**src/rtl/mul_slice_iter.sv**
```systemverilog
// Iterative RV M-extension multiplier: consumes SLICE_W bits of |rs2| per cycle,
// accumulating |rs1| * slice into a 2*XLEN accumulator, then applies the sign.
module mul_slice_iter #(
    parameter int XLEN    = 32,
    parameter int SLICE_W = 11
) (
    input  logic            clk,
    input  logic            rst,
    input  logic            flush,
    input  logic            req_valid,
    output logic            req_ready,
    input  logic [1:0]      op,
    input  logic [XLEN-1:0] rs1,
    input  logic [XLEN-1:0] rs2,
    output logic            rsp_valid,
    input  logic            rsp_ready,
    output logic [XLEN-1:0] result
);

    localparam int NSLICE = (XLEN + SLICE_W - 1) / SLICE_W;
    localparam int BW     = NSLICE * SLICE_W;
    localparam int CW     = (NSLICE > 1) ? $clog2(NSLICE) : 1;
    localparam int SHW    = $clog2(BW + 1);
    localparam int PW     = XLEN + SLICE_W;

    localparam logic [1:0] OP_MUL    = 2'b00;
    localparam logic [1:0] OP_MULH   = 2'b01;
    localparam logic [1:0] OP_MULHSU = 2'b10;

    typedef enum logic [1:0] {
        IDLE,
        CALC,
        FIN,
        DONE
    } state_t;

    state_t state, next_state;

    logic [XLEN-1:0]   a_abs;
    logic [BW-1:0]     b_abs;
    logic [1:0]        op_q;
    logic              neg_q;
    logic [2*XLEN-1:0] acc;
    logic [CW-1:0]     cnt;

    logic              sign1, sign2;
    logic [XLEN-1:0]   abs1, abs2;
    logic              accept;
    logic              last_slice;
    logic [SHW-1:0]    shamt;
    logic [SLICE_W-1:0] slice;
    logic [PW-1:0]     partial;
    logic [2*XLEN-1:0] acc_add;
    logic [2*XLEN-1:0] prod;

    assign req_ready  = (state == IDLE) && !rst && !flush;
    assign accept     = req_valid && req_ready;
    assign last_slice = (cnt == CW'(NSLICE - 1));

    // Magnitudes are taken up front so the slice loop is purely unsigned;
    // the most-negative value maps to 2^(XLEN-1), which still fits.
    always_comb begin
        sign1 = ((op == OP_MULH) || (op == OP_MULHSU)) && rs1[XLEN-1];
        sign2 = (op == OP_MULH) && rs2[XLEN-1];
        abs1  = sign1 ? (~rs1 + XLEN'(1)) : rs1;
        abs2  = sign2 ? (~rs2 + XLEN'(1)) : rs2;
    end

    always_comb begin
        shamt   = SHW'(cnt) * SHW'(SLICE_W);
        slice   = SLICE_W'(b_abs >> shamt);
        partial = PW'(a_abs) * PW'(slice);
        acc_add = (2*XLEN)'(partial) << shamt;
        prod    = neg_q ? (~acc + (2*XLEN)'(1)) : acc;
    end

    always_comb begin
        next_state = state;
        case (state)
            IDLE: if (accept)     next_state = CALC;
            CALC: if (last_slice) next_state = FIN;
            FIN:                  next_state = DONE;
            DONE: if (rsp_ready)  next_state = IDLE;
            default:              next_state = IDLE;
        endcase
        if (flush) next_state = IDLE;
    end

    always_ff @(posedge clk) begin
        if (rst) state <= IDLE;
        else     state <= next_state;
    end

    // Flush only has to kill the response; operand and accumulator state is
    // reloaded on the next accept, and result deliberately keeps its old value.
    always_ff @(posedge clk) begin
        if (rst) begin
            a_abs     <= '0;
            b_abs     <= '0;
            op_q      <= '0;
            neg_q     <= 1'b0;
            acc       <= '0;
            cnt       <= '0;
            rsp_valid <= 1'b0;
            result    <= '0;
        end else if (flush) begin
            rsp_valid <= 1'b0;
        end else begin
            case (state)
                IDLE: begin
                    if (accept) begin
                        a_abs <= abs1;
                        b_abs <= BW'(abs2);
                        op_q  <= op;
                        neg_q <= sign1 ^ sign2;
                        acc   <= '0;
                        cnt   <= '0;
                    end
                end
                CALC: begin
                    acc <= acc + acc_add;
                    cnt <= cnt + CW'(1);
                end
                FIN: begin
                    result    <= (op_q == OP_MUL) ? prod[XLEN-1:0] : prod[2*XLEN-1:XLEN];
                    rsp_valid <= 1'b1;
                end
                DONE: begin
                    if (rsp_ready) rsp_valid <= 1'b0;
                end
                default: rsp_valid <= 1'b0;
            endcase
        end
    end

endmodule

```
**config.mk**
```make
export PLATFORM = sky130hd
export DESIGN_NAME = mul_slice_iter
export DESIGN_NICKNAME = d
export VERILOG_FILES = /design/src/rtl/mul_slice_iter.sv
export SDC_FILE = /design/constraint.sdc
export NUM_CORES = 2
export LEC_CHECK = 0
export BUFFER_PORTS_ARGS = -buffer_cell sky130_fd_sc_hd__buf_4
export CAP_MARGIN = 20
export CORE_ASPECT_RATIO = 0.5
export CORE_UTILIZATION = 35
export CTS_CLUSTER_DIAMETER = 120
export CTS_CLUSTER_SIZE = 8
export DETAILED_ROUTE_END_ITERATION = 12
export SYNTH_ARGS = -nofsm -noshare
export SYNTH_HDL_FRONTEND = slang
export SYNTH_SLANG_ARGS = --single-unit
export TNS_END_PERCENT = 10
```
**constraint.sdc**
```tcl
create_clock -name clk -period 11.55 [get_ports clk]
set_clock_uncertainty 0.05 [all_clocks]
set_input_delay 1.155 -clock clk [delete_from_list [all_inputs] [get_ports clk]]
set_output_delay 1.155 -clock clk [all_outputs]
set_load 0.005 [all_outputs]
```
==> out/summary.md <==
- **outcome** complete, no violations
- **Gate Count Post-Synth** 3,490
- **global-route met2 utilization** 37.8%
- **Routed wire per std cell** 19.7 um
- **post-synthesis share of cell area spent on and, or, nand and nor gates** 22.3%
- **CTS Hold Bufs** 0
- **Slew headroom** 31.7%
- **Post-Syn Nets** 3,994
- **Post-synth EDFFs** 0
- **combinational family with the most area after synthesis** adder cells
- **post-cts resize count** 0
- **drt via density** 5.55
- **core outline area** 0.0740 mm2
- **number of hold-slack violations in the final timing report** 0
- **layout cells sized above 1** 7.19%
- **final sum of negative setup slack** 0 ns
- **number of nets at the end of the flow** 3,938
- **power per unit of standard cell area** 56.7 mW/mm2
- **wire length reported by the detailed router** 87,600 um
- **path type of the worst min-delay path** register to register
- **xor/xnor cell area share of the yosys netlist** 6.40%
- **vias after detailed routing** 24,700
- **hpwl dp** 69,200 um
- **met1 Resource Use GR** 30.9%
- **origin of the critical flop-to-flop path** cnt[1]
- **count of pins on the block boundary** 105
- **total congestion overflow after global routing** 0
- **Placed Instance Area** 0.0282 mm2
- **min Tclk post-route** 10.76 ns
- **sequential element share of the synthesized area** 12.7%
- **number of detailed-routing iterations run before antenna repair** 6
- **insertion delay of the later-clocked pin in the worst-skew pair** 0.47 ns
- **largest voltage drop on the vdd net** 0.107 mV
- **Synth Warn #** 0
- **setup fix buffers added after clock tree synthesis** 0
- **top cell type's share of synthesized area** 20.4%
- **pin count of the biggest net entering global routing** 91
- **kind of start point of the critical path** register
- **most frequent cells after synthesis** sky130_fd_sc_hd__nand2_1 (518), sky130_fd_sc_hd__inv_1 (316), sky130_fd_sc_hd__fa_1 (270), sky130_fd_sc_hd__nor2_1 (259), sky130_fd_sc_hd__a21oi_1 (246)
- **die area** 0.0770 mm2
- **Fmax** 93.0 MHz
- **CTS Root Cell** sky130_fd_sc_hd__clkbuf_16
- **CP Class** register to register
- **GR Util All Layers** 23.0%
- **multiplexer fraction of the synthesized cell area** 2.99%
- **Data arrival, critical path** 11.10 ns
- **number of core rows** 70
- **dominant register cell in the synthesized netlist** sky130_fd_sc_hd__dfxtp_1
- **slowest stage delay, CP** 0.79 ns
- **critical path's slowest cell** sky130_fd_sc_hd__dfxtp_1
- **RD Place Congestion** 1.00
- **most crowded layer after global routing** met2
- **via count of the first global-routing pass** 24,400
- **Data required, critical path** 11.89 ns
- **count of max-cap constraint violations** 0
- **Die X-Extent** 391 um
- **area fraction in compound gates after synthesis** 19.9%
- **Slew Limit Fails** 0
- **CTS buffer count** 17
- **CTS HTree Levels** 4
- **Yosys reg bits** 168
- **number of antenna cells inserted** 0
- **CP Capture Type** register
- **register clock-pin slew on the reported worst setup and hold paths** 0.07 ns
- **post-synthesis cell area** 0.0265 mm2
- **initial core utilization** 35.9%
- **library cells used by synthesis** 88
- **most frequent cell after synthesis** sky130_fd_sc_hd__nand2_1
- **drt drc** 0
- **final critical-path share of the clock period** 93.1%
- **dominant cell type by area after synthesis** sky130_fd_sc_hd__fa_1
- **port bufs** 104
- **initial drt markers** 2,078
- **height of the die** 197 um
- **setup violation total in the final timing report** 0
- **Mean Syn Cell Area** 7.60 um2
- **Area Growth Syn to Fin** 8.35%
- **start point of the worst min-delay path** result[5]
- **pin slew with the least headroom to its limit** 1.02 ns
- **count of nets left with antenna violations after detail routing** 0
- **Finished Cell Area** 0.0288 mm2
- **fraction of registers with async set or reset after synthesis** 0%
- **met3 usage** 2.67%
- **initial antenna violation count** 0
- **TritonCTS clock tree** built
- **number of sinks on the clock net** 168
- **RSZ-0062 raised after global routing** false
- **maximum fanout encountered on the critical timing path** 21
- **leakage dissipation** 12.5 nW
- **ranking of synthesized cells by area** sky130_fd_sc_hd__fa_1 (20%), sky130_fd_sc_hd__dfxtp_1 (13%), sky130_fd_sc_hd__ha_1 (7.7%), sky130_fd_sc_hd__nand2_1 (7.3%), sky130_fd_sc_hd__a21oi_1 (4.6%)
- **crit path from** cnt[1]
- **number of fillers in the final layout** 7,655
- **Post-Synth Adder-Cell Area** 28.1%
- **first-pass GRT wire length** 139,000 um
- **maximum clock insertion buffer count** 2
==> metal layers <==
layer	wire length [um]	vias to the layer above
met2	39900	739
met4	3280	0
met3	4580	126
met1	39800	12100
li1	-	11800
met5	0	-
==> where the power goes <==
part,leakage [nW],total (mW),switching [mW],internal (mW)
Clock,0.274,0.588,0.262,0.326
Sequential,1.36,0.624,0.0327,0.592
Combinational,10.9,0.417,0.267,0.151
Total,12.5,1.63,0.562,1.07
==> layout by cell type (no fill, tap or decap), types with 86 or more instances in the layout <==
master                    instances
sky130_fd_sc_hd__nand2_1        517
sky130_fd_sc_hd__inv_1          316
sky130_fd_sc_hd__fa_1           270
sky130_fd_sc_hd__nor2_1         257
sky130_fd_sc_hd__a21oi_1        245
sky130_fd_sc_hd__and2_1         173
sky130_fd_sc_hd__o21ai_0        171
sky130_fd_sc_hd__dfxtp_1        166
sky130_fd_sc_hd__ha_1           161
sky130_fd_sc_hd__buf_4          149
sky130_fd_sc_hd__xnor2_1        108
sky130_fd_sc_hd__xor2_1          86
==> cells by family (layout without fill, tap and decap cells) <==
family                   count (synthesis)  count (layout)
AND/OR/NAND/NOR                       1263            1263
AO/OA/AOI/OAI                          826             826
buffers and inverters                  543             500
adder cells (fa/ha/maj)                433             433
XOR/XNOR                               194             194
flip-flops                             168             168
multiplexers                            63              63
==> state kept, by name, indices dropped and copies added (netlist names) <==
register and count:
rsp_valid 1, b_abs 32, op_q 2, cnt 2, a_abs 32, state 2
acc 64, neg_q 1, result 32
==> worst max-delay path, delay by kind of cell (launching register included) <==
family	cells	cell delay [ns]
adders and majority gates	7	3.46
and+or+nand+nor	5	1.26
buffers and inverters	4	0.34
muxes	2	0.87
AOI/OAI and AO/OA	16	3.90
DFF	1	0.79
==> through the flow <==
stage          utilization [%]  hold WS, ns  instances  worst slack [ns]  power, mW
5_1_grt                   38.9        0.435       4455             0.198       1.71
2_1_floorplan                -        0.386       3490              1.31      0.899
6_report                  38.9        0.411       4455             0.793       1.63
4_1_cts                   38.9        0.414       4455             0.871       1.64
3_5_place_dp              38.1        0.404       4423             0.955       1.05
3_3_place_gp              38.1        0.398       4423             0.957       1.05
==> final cells by class <==
type | count | area, um2 | share of cell area [%]
flip-flops and latches | 168 | 3370 | 11.7
multi-input cells | 2779 | 21200 | 73.8
clock inverters | 13 | 145 | 0.505
inverters | 319 | 1200 | 4.16
clock buffers | 19 | 443 | 1.54
well taps | 1008 | 1260 | 4.39
repair buffers | 149 | 1120 | 3.89
==> final timing paths <==
kind | to | slack, ns | depth (start not counted)
worst min-delay path | result[5] | 0.41 | 2
worst min register to register | result[5] | 0.41 | 2
worst max register to register | acc[61] | 0.79 | 34
worst max-delay path | acc[61] | 0.79 | 34
(Power assumes the default switching activity.)
